--- config.mk ---
export PLATFORM = sky130hd
export DESIGN_NAME = yolov4_param_loader
export DESIGN_NICKNAME = d
export VERILOG_FILES = /design/src/rtl/yolov4_param_loader_pkg.sv /design/src/rtl/yolov4_seg_counter.sv /design/src/rtl/yolov4_param_loader.sv
export SDC_FILE = /design/constraint.sdc
export NUM_CORES = 1
export LEC_CHECK = 0
export CORE_MARGIN = 2
export CORE_UTILIZATION = 25
export DETAILED_ROUTE_END_ITERATION = 16
export HOLD_SLACK_MARGIN = 0.08
export SKIP_CTS_REPAIR_TIMING = 1
export SLEW_MARGIN = 0
export SYNTH_ARGS = -nofsm -noshare
export SYNTH_HDL_FRONTEND = slang
export SYNTH_HIERARCHICAL = 1
export SYNTH_SLANG_ARGS = --single-unit
--- constraint.sdc ---
create_clock -name clk -period 3.9 [get_ports clk]
set_input_delay 0.585 -clock clk [delete_from_list [all_inputs] [get_ports clk]]
set_output_delay 0.585 -clock clk [all_outputs]
set_load 0.01 [all_outputs]
--- src/rtl/yolov4_param_loader_pkg.sv ---
// Shared encodings for the parameter loader: layer-FSM state codes,
// loader FSM states and the buffer target select.
package yolov4_param_loader_pkg;

  localparam int ST_W = 4;

  localparam logic [ST_W-1:0] IDLE           = 4'd0;
  localparam logic [ST_W-1:0] RECEIVE_SCALE  = 4'd1;
  localparam logic [ST_W-1:0] RECEIVE_WEIGHT = 4'd2;
  localparam logic [ST_W-1:0] RECEIVE_BIAS   = 4'd3;
  localparam logic [ST_W-1:0] CONV_STATE     = 4'd4;
  localparam logic [ST_W-1:0] MAX_POOL_STATE = 4'd5;
  localparam logic [ST_W-1:0] UPSAMPLE_STATE = 4'd6;
  localparam logic [ST_W-1:0] ROUTE_STATE    = 4'd7;

  typedef enum logic [1:0] {
    L_IDLE = 2'd0,
    L_LOAD = 2'd1,
    L_DONE = 2'd2
  } ld_state_e;

  typedef enum logic [1:0] {
    TGT_NONE   = 2'd0,
    TGT_SCALE  = 2'd1,
    TGT_WEIGHT = 2'd2,
    TGT_BIAS   = 2'd3
  } tgt_e;

  function automatic int max3(input int a, input int b, input int c);
    int m;
    m = (a > b) ? a : b;
    return (m > c) ? m : c;
  endfunction

endpackage

--- src/rtl/yolov4_seg_counter.sv ---
// Loadable up-counter with terminal-count compare; exposes its low bits
// as the buffer write address.
module yolov4_seg_counter
  import yolov4_param_loader_pkg::*;
#(
  parameter int W = 13
) (
  input  logic         clk,
  input  logic         rstn,
  input  logic         load,
  input  logic [W-1:0] load_val,
  input  logic         inc,
  input  logic [W-1:0] term,
  output logic [W-2:0] addr,
  output logic         at_term
);

  logic [W-1:0] cnt_r;

  // count register: load takes priority over increment
  always_ff @(posedge clk) begin
    if (!rstn) begin
      cnt_r <= {W{1'b0}};
    end else if (load) begin
      cnt_r <= load_val;
    end else if (inc) begin
      cnt_r <= cnt_r + {{(W-1){1'b0}}, 1'b1};
    end else begin
      cnt_r <= cnt_r;
    end
  end

  assign addr    = cnt_r[W-2:0];
  assign at_term = (cnt_r == term);

endmodule

--- src/rtl/yolov4_param_loader.sv ---
// Streams scale/weight/bias words into their on-chip buffers while the layer
// FSM sits in the matching RECEIVE state; signals completion and framing errors.
module yolov4_param_loader
  import yolov4_param_loader_pkg::*;
#(
  parameter int DATA_W  = 32,
  parameter int SADDR_W = 8,
  parameter int WADDR_W = 12,
  parameter int BADDR_W = 8,
  parameter int STATE_W = 4
) (
  input  logic               clk,
  input  logic               rstn,
  input  logic [STATE_W-1:0] state,
  input  logic [SADDR_W:0]   cfg_scale_len,
  input  logic [WADDR_W:0]   cfg_weight_len,
  input  logic [BADDR_W:0]   cfg_bias_len,
  input  logic               s_valid,
  input  logic [DATA_W-1:0]  s_data,
  input  logic               s_last,
  output logic               s_ready,
  output logic               scale_we,
  output logic [SADDR_W-1:0] scale_addr,
  output logic               weight_we,
  output logic [WADDR_W-1:0] weight_addr,
  output logic               bias_we,
  output logic [BADDR_W-1:0] bias_addr,
  output logic [DATA_W-1:0]  buf_wdata,
  output logic               load_done,
  output logic               load_err
);

  localparam int CNT_W = max3(SADDR_W, WADDR_W, BADDR_W) + 1;

  ld_state_e          lst_r;
  tgt_e               tgt_r;
  tgt_e               code_tgt_s;
  logic [STATE_W-1:0] prev_state_r;
  logic [CNT_W-1:0]   len_r;
  logic [CNT_W-1:0]   cfg_len_s;
  logic [CNT_W-1:0]   term_s;
  logic [CNT_W-2:0]   addr_s;
  logic               is_recv_s;
  logic               seg_start_s;
  logic               match_s;
  logic               s_ready_s;
  logic               hs_s;
  logic               last_s;

  logic               scale_we_r;
  logic               weight_we_r;
  logic               bias_we_r;
  logic [SADDR_W-1:0] scale_addr_r;
  logic [WADDR_W-1:0] weight_addr_r;
  logic [BADDR_W-1:0] bias_addr_r;
  logic [DATA_W-1:0]  wdata_r;
  logic               load_done_r;
  logic               load_err_r;

  // decode the layer-FSM state into a buffer target and its configured length
  always_comb begin
    is_recv_s  = 1'b0;
    code_tgt_s = TGT_NONE;
    cfg_len_s  = {CNT_W{1'b0}};
    case (state)
      STATE_W'(RECEIVE_SCALE): begin
        is_recv_s  = 1'b1;
        code_tgt_s = TGT_SCALE;
        cfg_len_s  = CNT_W'(cfg_scale_len);
      end
      STATE_W'(RECEIVE_WEIGHT): begin
        is_recv_s  = 1'b1;
        code_tgt_s = TGT_WEIGHT;
        cfg_len_s  = CNT_W'(cfg_weight_len);
      end
      STATE_W'(RECEIVE_BIAS): begin
        is_recv_s  = 1'b1;
        code_tgt_s = TGT_BIAS;
        cfg_len_s  = CNT_W'(cfg_bias_len);
      end
      default: begin
        is_recv_s  = 1'b0;
        code_tgt_s = TGT_NONE;
        cfg_len_s  = {CNT_W{1'b0}};
      end
    endcase
  end

  // ready is gated by the live state so a word offered during a switch is dropped
  assign seg_start_s = is_recv_s && (state != prev_state_r);
  assign match_s     = is_recv_s && (code_tgt_s == tgt_r);
  assign s_ready_s   = (lst_r == L_LOAD) && match_s && !seg_start_s;
  assign hs_s        = s_valid && s_ready_s;
  assign term_s      = len_r - {{(CNT_W-1){1'b0}}, 1'b1};

  yolov4_seg_counter #(.W(CNT_W)) u_cnt (
    .clk      (clk),
    .rstn     (rstn),
    .load     (seg_start_s),
    .load_val ({CNT_W{1'b0}}),
    .inc      (hs_s),
    .term     (term_s),
    .addr     (addr_s),
    .at_term  (last_s)
  );

  // loader FSM with registered buffer-write, done and error outputs
  always_ff @(posedge clk) begin
    if (!rstn) begin
      lst_r         <= L_IDLE;
      tgt_r         <= TGT_NONE;
      prev_state_r  <= {STATE_W{1'b0}};
      len_r         <= {CNT_W{1'b0}};
      scale_we_r    <= 1'b0;
      weight_we_r   <= 1'b0;
      bias_we_r     <= 1'b0;
      scale_addr_r  <= {SADDR_W{1'b0}};
      weight_addr_r <= {WADDR_W{1'b0}};
      bias_addr_r   <= {BADDR_W{1'b0}};
      wdata_r       <= {DATA_W{1'b0}};
      load_done_r   <= 1'b0;
      load_err_r    <= 1'b0;
    end else begin
      prev_state_r <= state;
      scale_we_r   <= 1'b0;
      weight_we_r  <= 1'b0;
      bias_we_r    <= 1'b0;
      load_done_r  <= 1'b0;

      if (state == STATE_W'(IDLE)) begin
        load_err_r <= 1'b0;
      end else if (hs_s && (s_last != last_s)) begin
        load_err_r <= 1'b1;
      end else begin
        load_err_r <= load_err_r;
      end

      if (hs_s) begin
        wdata_r <= s_data;
        case (tgt_r)
          TGT_SCALE: begin
            scale_we_r   <= 1'b1;
            scale_addr_r <= addr_s[SADDR_W-1:0];
          end
          TGT_WEIGHT: begin
            weight_we_r   <= 1'b1;
            weight_addr_r <= addr_s[WADDR_W-1:0];
          end
          TGT_BIAS: begin
            bias_we_r   <= 1'b1;
            bias_addr_r <= addr_s[BADDR_W-1:0];
          end
          default: begin
            wdata_r <= s_data;
          end
        endcase
      end

      if (seg_start_s) begin
        tgt_r <= code_tgt_s;
        len_r <= cfg_len_s;
        if (cfg_len_s == {CNT_W{1'b0}}) begin
          lst_r       <= L_DONE;
          load_done_r <= 1'b1;
        end else begin
          lst_r <= L_LOAD;
        end
      end else begin
        case (lst_r)
          L_IDLE: lst_r <= L_IDLE;
          L_LOAD: begin
            if (!match_s) begin
              lst_r <= L_IDLE;
            end else if (hs_s && last_s) begin
              lst_r       <= L_DONE;
              load_done_r <= 1'b1;
            end else begin
              lst_r <= L_LOAD;
            end
          end
          L_DONE:  lst_r <= L_IDLE;
          default: lst_r <= L_IDLE;
        endcase
      end
    end
  end

  assign s_ready     = s_ready_s;
  assign scale_we    = scale_we_r;
  assign weight_we   = weight_we_r;
  assign bias_we     = bias_we_r;
  assign scale_addr  = scale_addr_r;
  assign weight_addr = weight_addr_r;
  assign bias_addr   = bias_addr_r;
  assign buf_wdata   = wdata_r;
  assign load_done   = load_done_r;
  assign load_err    = load_err_r;

endmodule

* Yosys cells after proc, flatten, opt, wreduce, memory -nomap -nowiden
Index checks and enable logic that the tools add are counted.
** Word-level totals
- Flip-flop bits (word level) :: 99
- Bits of input ports :: 71
- Logic and storage cells :: 61
** Operators by class
- Add/subtract/negate cells :: 2
- Equal/unequal tests :: 11
- Muxes and demuxes :: 16
- Bitwise logic cells :: 1
- Reductions and logical operators :: 17
** Operators by type and width (count)
- 13-bit case mux with 3 select lines :: 1
- 13-bit by 1-bit adder with 13-bit output (second input constant) :: 1
- 13-bit == test :: 1
- 13-bit logical NOT :: 1
- 13-bit by 1-bit subtractor with 13-bit output (second input constant) :: 1
- 2-bit 2-to-1 mux :: 5
- 1-bit 2-to-1 mux :: 9
- 4-bit by 2-bit == test with 1-bit output (second input constant) :: 2
- 2-bit AND reduction :: 4
- 1-bit logical AND :: 7
- 2-bit case mux with 3 select lines :: 1
- 2-bit by 1-bit == test with 1-bit output (second input constant) :: 2
- 2-bit == test (second input constant) :: 2
- 4-bit by 1-bit == test with 1-bit output (second input constant) :: 1
- 4-bit logical NOT :: 1
- 4-bit inequality test :: 1
- 2-bit OR reduction :: 2
- 3-bit OR reduction :: 1
- 2-bit == test :: 1
- 1-bit logical NOT :: 1
- 1-bit inequality test :: 1
- 1-bit inverter :: 1

* Logic depth before layout (Yosys ltp)
Gate-level depths: netlist of the first run.
- Depth in word-level cells :: 12
- Gate-level depth with buffers :: 13
- Depth with buffers taken out :: 12

* Cells and area by module
The synthesis of the first run kept the hierarchy.
** Modules (own cells, without submodules)
- yolov4_param_loader :: instances 1, cells each 433, area an instance 3856.2 um^2
- yolov4_seg_counter :: instances 1, cells each 110, area an instance 917.1 um^2

* Least setup slack after synthesis of the first run
OpenSTA, ideal clock, no wires.
- Kind :: input to register
- Start :: input port state[0]
- End :: register u_cnt.cnt_r[11]
- Library setup time :: 0.133 ns
- Arrival :: 2.631 ns
- Required time :: 3.767 ns
- Slack :: 1.136 ns
- Stages :: 11
- Buffers on the path :: 4
- Cell sequence :: or3b_1 -> o211ai_2 -> buf_2 -> and3_1 -> buf_4 -> buf_6 -> buf_2 -> nand3_1 -> nor4_1 -> xnor2_1 -> a21oi_1
** On the way
- Word-level cells in the longest chain between the ends :: 7
** Ends and longest elaborated chain
- from (decl) :: RTL line yolov4_param_loader.sv:14 : input logic [STATE_W-1:0] state,
- 4-bit by 2-bit == test with 1-bit output or 4-bit by 1-bit == test with 1-bit output (tied branches) :: RTL line yolov4_param_loader.sv:65 : case (state)
- 2-bit case mux with 3 select lines or 3-bit OR reduction (tied branches)
- 2-bit == test or 1-bit 2-to-1 mux (tied branches) :: RTL line yolov4_param_loader.sv:91, yolov4_param_loader.sv:65
- 1-bit logical AND, on equally long branches :: RTL line yolov4_param_loader.sv:91, yolov4_param_loader.sv:90
- 1-bit logical AND or 1-bit logical NOT (tied branches) :: RTL line yolov4_param_loader.sv:92 : assign s_ready_s = (lst_r == L_LOAD) && match_s && !seg_start_s;
- 1-bit logical AND (*) :: RTL line yolov4_param_loader.sv:92
- 1-bit logical AND (*) :: RTL line yolov4_param_loader.sv:93 : assign hs_s = s_valid && s_ready_s;
- named net hs_s :: RTL line yolov4_param_loader.sv:47 : logic hs_s;
- to (signal assigned) :: RTL line yolov4_seg_counter.sv:25 : cnt_r <= load_val;
- to (signal assigned) :: RTL line yolov4_seg_counter.sv:27 : cnt_r <= cnt_r + {{(W-1){1'b0}}, 1'b1};
- to (signal assigned) :: RTL line yolov4_seg_counter.sv:29 : cnt_r <= cnt_r;
- to (decl) :: RTL line yolov4_seg_counter.sv:18 : logic [W-1:0] cnt_r;
The timed path passes the listed nets; every way through them passes the cells marked *.
A chain may end at the register's enable or synchronous reset.

* Worst setup path after layout of the first run
- Start :: input port state[3]
- End :: output port s_ready
** On the way
- Word-level cells in the longest chain between the ends :: 6
** Ends and longest elaborated chain
- 4-bit by 2-bit == test with 1-bit output or 4-bit by 1-bit == test with 1-bit output (tied branches) :: RTL line yolov4_param_loader.sv:65
- 2-bit case mux with 3 select lines or 3-bit OR reduction (tied branches)
- 2-bit == test or 1-bit 2-to-1 mux (tied branches) :: RTL line yolov4_param_loader.sv:91, yolov4_param_loader.sv:65
- 1-bit logical AND, on equally long branches :: RTL line yolov4_param_loader.sv:91, yolov4_param_loader.sv:90
- 1-bit logical AND or 1-bit logical NOT (tied branches) :: RTL line yolov4_param_loader.sv:92
- 1-bit logical AND (*) :: RTL line yolov4_param_loader.sv:92
- to (decl) :: RTL line yolov4_param_loader.sv:21 : output logic s_ready,
Every way passes the cells marked *; elsewhere a longest branch is shown, timed or not.

==> results.sh, run 1 <==
export IMPL_setup_slack_ps=700
export IMPL_dp_hpwl_um=9220
export IMPL_core_area_um2=18700
export IMPL_drive_gt1_share_pct=6.87
export IMPL_portBuffers=136
export IMPL_final_cells=904
export IMPL_finalPower_mw=2.20
export IMPL_die_area_um2=20200
export IMPL_drc=0
export IMPL_ys_flop_type="dfxtp_1"
export IMPL_cts_htree_levels=3
export IMPL_grt_remaining_overflow=0
export IMPL_die_x_um=142
export IMPL_grt_setup_unrepaired="false"
export IMPL_initial_core_util_pct=25.5
export IMPL_power_switching_mw=0.555
export IMPL_rows=50
export IMPL_fin_crit_sh_pct=82.1
export IMPL_start_kind="input pin"
export IMPL_required_ps=3310
export IMPL_drt_wl_total_um=12600
export IMPL_path_max_fanout=10
export IMPL_netSwitchingFraction_pct=25.2
export IMPL_drv_slew=0
export IMPL_routed_via_count=4022
export IMPL_netlist_area_um2=4770
export IMPL_diodes=0
export IMPL_cts_tree="built"
export IMPL_status="completed"
export IMPL_min_period_ps=3200
export IMPL_ys_types=51
export IMPL_crit_slowest_cell="clkdlybuf4s50_1"
export IMPL_first_pass_iters=4
export IMPL_max_slew_worst_pin_slew_ps=676
export IMPL_cts_buffers=9
export IMPL_pwr_share_comb_pct=10.6
export IMPL_yosysTopAreaCell="dfxtp_1"
export IMPL_r2r_start="len_r[2]"
export IMPL_fmax_mhz=312
export IMPL_fp_dieH_um=142
export IMPL_postRouteAntennaNets=0
export IMPL_p_leak_nw=2.22
export IMPL_viasPerCell=4.45
export IMPL_path_common_cell="clkdlybuf4s50_1"
export IMPL_seqPwrFrac_pct=47.1
export IMPL_max_stage_delay_ps=610
export IMPL_met3_length_um=830
export IMPL_hp_start="scale_addr[2]"
export IMPL_cap_violations=0
export IMPL_peakVddDrop_mv=0.173
export IMPL_area_delta_synth_final_pct=38.0
export IMPL_skew_ps=4.89
export IMPL_highest_layer="met4"
export IMPL_clockPowerShare_pct=42.4
export IMPL_place_congestion=0.809
export IMPL_dp_cells=888
export IMPL_cts_sinks=98
export IMPL_yosysTopAreaCellShare_pct=41.1
export IMPL_wl_per_cell_um=13.9
export IMPL_ys_async_sr_fraction_pct=0
export IMPL_critPathKind="in2out"
export IMPL_slew_headroom_pct=54.9
export IMPL_crit_path_end_kind="output pin"
export IMPL_internal_power_mw=1.65
export IMPL_grt_pass1_vias=3739
export IMPL_hold_depth=2
export IMPL_seq_area_um2=1960
export IMPL_hp_class="reg2reg"
export IMPL_avgSynthCellArea_um2=8.79
export IMPL_ys_seq_area_share_pct=41.1
export IMPL_grt_pass1_wl_um=19900
export IMPL_r2r_cells=11
export IMPL_whs_ps=456
export IMPL_holdPathEnd="scale_addr[2]"
export IMPL_syn_inst=543
export IMPL_synth_seq_cells=98
export IMPL_clk_path_buf_depth=2
export IMPL_rrSetupSlack_ps=750
export IMPL_ioPinCount=137
export IMPL_final_nets=738
export IMPL_finalSetupViolCount=0
export IMPL_grtUsageTotal_pct=12.4
export IMPL_synth_warnings=6
export IMPL_hold_viol=0
export IMPL_synth_area_leaders="dfxtp_1 41%, mux2i_1 12%, nand2_1 9.8%"
export IMPL_grt_max_degree=48
export IMPL_multi_input_area_um2=2560
export IMPL_insertion_delay_ps=350
export IMPL_dr_wl_met2_um=5420
export IMPL_cellPowerDensity_nw_per_um2=335
export IMPL_root_buffer="clkbuf_16"
export IMPL_drtIter0Drc=152
export IMPL_tns_ps=0
export IMPL_pre_cts_ws_ps=616
export IMPL_m1WireLength_um=6210
export IMPL_clk_pin_slew_ps=70
export IMPL_r2r_end="load_err"
export IMPL_antenna_found_initial=0
export IMPL_synth_edff_count=0
export IMPL_worstPathCellList="clkdlybuf4s50_1 > nor2_2 > nand3b_1 > nor3_1 > clkdlybuf4s50_1"
export IMPL_cp_arrival_ps=2620
export IMPL_fillerInstances=1944
## cells in the mapped netlist, types with 8 or more instances
cell      count
nand2_1     125
dfxtp_1      98
mux2i_1      57
a21oi_1      30
xnor2_1      25
clkbuf_1     21
xor2_1       17
o21ai_0      16
buf_4        14
nand3_1      12
nand4_1      10
nor3_1       10
mux2_2        9
nor2_1        9
nor4_1        9
inv_1         8
## power groups by stage
stage	Sequential (mW)	Clock, mW	Combinational, mW
after global routing	1.04	1.01	0.257
after CTS	1.04	0.969	0.234
after detailed placement	1.06	0	0.233
after floorplan	1.05	0	0.143
final	1.04	0.934	0.233
after global placement	1.06	0	0.232
## logic make-up after synthesis
logic type      Yosys count  synth area share [%]
other cells               1                0.0786
flops                    98                  41.1
fa+ha+maj                 2                 0.524
simple gates            212                  21.6
mux                      66                  14.1
compound gates           67                  8.70
xor+xnor                 42                  7.71
buf+inv                  55                  6.21
## through the flow
stage | utilization, % | area [um2]
CTS | 35.2 | 6590
global route | 35.2 | 6590
global placement | 33.6 | 6280
floorplan | - | 4820
finish | 35.2 | 6590
detailed placement | 33.6 | 6280
## per-layer routing
layer,track usage [%],vias up
li1,-,2076
met1,17.4,1823
met2,18.5,116
met3,3.80,7
met4,3.47,0
met5,0,-
## worst max-delay path: cells and delay by family
| kind | cells | cell delay (ps) |
|---|---|---|
| buffers and inverters | 2 | 1080 |
| and+or+nand+nor | 3 | 950 |
## state kept, by name, indices dropped and copies added (netlist names), 4 cells and up
signal	count
prev_state_r	4
bias_addr	8
buf_wdata	32
u_cnt/cnt_r	13
scale_addr	8
len_r	13
weight_addr	12
## layout by cell type, fill, tap and decap left out, types with 2 or more instances in the layout
cell / Yosys / layout
a21oi_1: 30 / 30
a22o_1: 3 / 3
a22oi_1: 7 / 7
a41oi_1: 2 / 2
and2_1: 7 / 7
and4_1: 3 / 3
buf_4: 14 / 10
clkbuf_16: 0 / 9
clkdlybuf4s50_1: 0 / 135
conb_1: 1 / 13
dfxtp_1: 98 / 98
ha_1: 2 / 2
inv_1: 8 / 8
inv_6: 0 / 4
mux2_2: 9 / 9
mux2i_1: 57 / 57
nand2_1: 125 / 125
nand2b_1: 2 / 2
nand3_1: 12 / 12
nand3b_1: 3 / 3
nand4_1: 10 / 10
nor2_1: 9 / 9
nor2b_1: 3 / 3
nor3_1: 10 / 10
nor4_1: 9 / 9
o211a_1: 2 / 2
o21ai_0: 16 / 16
or3_1: 7 / 7
xnor2_1: 25 / 25
xor2_1: 17 / 17
## area by class of cell
cell class	instances	share of cell area (%)
Tap cell	234	4.45
Timing Repair Buffer	145	21.7
Multi-Input combinational cell	402	38.9
Sequential cell	98	29.8
Clock inverter	7	1.27
Inverter	9	0.513
Clock buffer	9	3.42
## worst max path at each step
stage / start / end / slack (ps) / cells past startpoint
6_report: state[3] / s_ready / 700 / 5
5_1_grt: len_r[2] / load_err / 390 / 11
3_3_place_gp: state[0] / u_cnt/cnt_r[11] / 680 / 9
4_1_cts: state[0] / s_ready / 710 / 6
3_5_place_dp: state[0] / u_cnt/cnt_r[11] / 620 / 10
2_1_floorplan: state[0] / u_cnt/cnt_r[11] / 1140 / 11
Note: power is estimated with default switching activity, not from simulation.
==> inputs of run 2 (changes only) <==
==> constraint.sdc (replaced) <==
create_clock -name clk -period 3.12 [get_ports clk]
set_input_delay 0.468 -clock clk [delete_from_list [all_inputs] [get_ports clk]]
set_output_delay 0.468 -clock clk [all_outputs]
set_load 0.01 [all_outputs]
==> run 2 against run 1 <==
- via count increased by 0.52%
- largest power group unchanged
- sequential cell count did not move
- core utilization up 0.71 points
- non-clock buffer count grew 11
- count of clock-buffer cells in the layout grew 2
- sequential power increased by 25%
- total power up 28%
==> results.sh, run 2 (synthesized netlist as in run 1, its figures left out) <==
export IMPL_status="completed"
export IMPL_grt_remaining_overflow=0
export IMPL_portBuffers=136
export IMPL_cellPowerDensity_nw_per_um2=420
export IMPL_finalSetupViolCount=0
export IMPL_clk_pin_slew_ps=60
export IMPL_fmax_mhz=347
export IMPL_ioPinCount=137
export IMPL_cts_buffers=9
export IMPL_crit_path_end_kind="output pin"
export IMPL_whs_ps=456
export IMPL_grt_setup_unrepaired="false"
export IMPL_post_dp_cell_area_um2=6380
export IMPL_routed_via_count=4043
export IMPL_rows=50
export IMPL_die_x_um=142
export IMPL_max_stage_delay_ps=590
export IMPL_antenna_found_initial=0
export IMPL_max_slew_worst_pin_slew_ps=697
export IMPL_place_congestion=0.843
export IMPL_start_kind="input pin"
export IMPL_critPathKind="in2out"
export IMPL_worstPathCellList="clkdlybuf4s50_1 > or3b_1 > o211ai_2 > inv_2 > nor3_1 > clkdlybuf4s50_1"
export IMPL_fp_dieH_um=142
export IMPL_fin_crit_sh_pct=92.3
export IMPL_grt_pass1_wl_um=20100
export IMPL_first_pass_iters=4
export IMPL_root_buffer="clkbuf_16"
export IMPL_dp_hpwl_um=9140
export IMPL_mostFrequentLayoutCell="clkdlybuf4s50_1"
export IMPL_hp_class="reg2reg"
export IMPL_initial_core_util_pct=25.5
export IMPL_core_area_um2=18700
export IMPL_insertion_delay_ps=350
export IMPL_peakVddDrop_mv=0.191
export IMPL_pre_cts_ws_ps=208
export IMPL_multi_input_area_um2=2570
export IMPL_largest_reg_flops=32
export IMPL_die_area_um2=20200
export IMPL_wl_per_cell_um=13.6
export IMPL_tns_ps=0
export IMPL_viasPerCell=4.42
export IMPL_rrSetupSlack_ps=330
export IMPL_setup_slack_ps=241
export IMPL_seq_area_um2=1960
export IMPL_finalInstanceArea_um2=6720
export IMPL_area_delta_synth_final_pct=40.7
export IMPL_slew_headroom_pct=53.5
export IMPL_cap_violations=0
export IMPL_final_cell_mix="135 x clkdlybuf4s50_1, 125 x nand2_1, 98 x dfxtp_1, 57 x mux2i_1, 30 x a21oi_1"
export IMPL_drt_wl_total_um=12400
export IMPL_grt_max_degree=73
export IMPL_min_period_ps=2880
export IMPL_p_leak_nw=2.29
export IMPL_drtIter0Drc=202
export IMPL_skew_ps=8.45
export IMPL_cts_sinks=98
export IMPL_drv_slew=0
export IMPL_path_common_cell="clkdlybuf4s50_1"
export IMPL_fillerInstances=1906
export IMPL_cp_arrival_ps=2410
export IMPL_clk_path_buf_depth=2
export IMPL_drive_gt1_share_pct=8.38
export IMPL_final_nets=749
export IMPL_path_max_fanout=6
export IMPL_grt_pass1_vias=3871
export IMPL_crit_slowest_cell="clkdlybuf4s50_1"
export IMPL_cts_htree_levels=3
export IMPL_grtUsageTotal_pct=12.4
export IMPL_required_ps=2650
export IMPL_postRouteAntennaNets=0
export IMPL_cts_tree="built"
export IMPL_drc=0
export IMPL_hold_viol=0
export IMPL_diodes=0
[run 2: final timing paths]
path	start	end	cells past startpoint
worst max register to register	len_r[2]	load_err	12
worst max-delay path	state[0]	s_ready	6
worst min-delay path	buf_wdata[28]	buf_wdata[28]	2
worst min register to register	buf_wdata[28]	buf_wdata[28]	2
[run 2: layout make-up]
cell class | instances | area share, %
Multi-Input combinational cell | 402 | 38.2
Sequential cell | 98 | 29.2
Timing Repair Buffer | 156 | 22.8
Tap cell | 234 | 4.36
Clock buffer | 11 | 3.76
Clock inverter | 4 | 1.12
Inverter | 9 | 0.503
[run 2: stage by stage]
stage               instances  power, mW  utilization (%)
global placement          899       1.62             34.1
finish                    914       2.82             35.9
global route              914       2.95             35.9
detailed placement        899       1.62             34.1
CTS                       914       2.86             35.9
floorplan                 555       1.49                -
[run 2: where the power goes]
group	total, mW	internal [mW]	leakage [nW]	switching (mW)
Sequential	1.30	1.27	0.793	0.0302
Combinational	0.296	0.161	1.35	0.135
Clock	1.23	0.742	0.154	0.487
[run 2: worst max-delay path: cells and delay by family]
| family | cells | cell delay, ps |
|---|---|---|
| buffers and inverters | 3 | 1160 |
| AO/OA/AOI/OAI | 1 | 190 |
| AND/OR/NAND/NOR | 2 | 600 |
[run 2: layer usage]
layer | vias up | GRT usage, % | wire (um)
met5 | - | 0 | 0
met1 | 1806 | 16.7 | 6130
met3 | 13 | 3.50 | 771
met4 | 0 | 3.53 | 135
li1 | 2101 | - | -
met2 | 123 | 19.5 | 5370
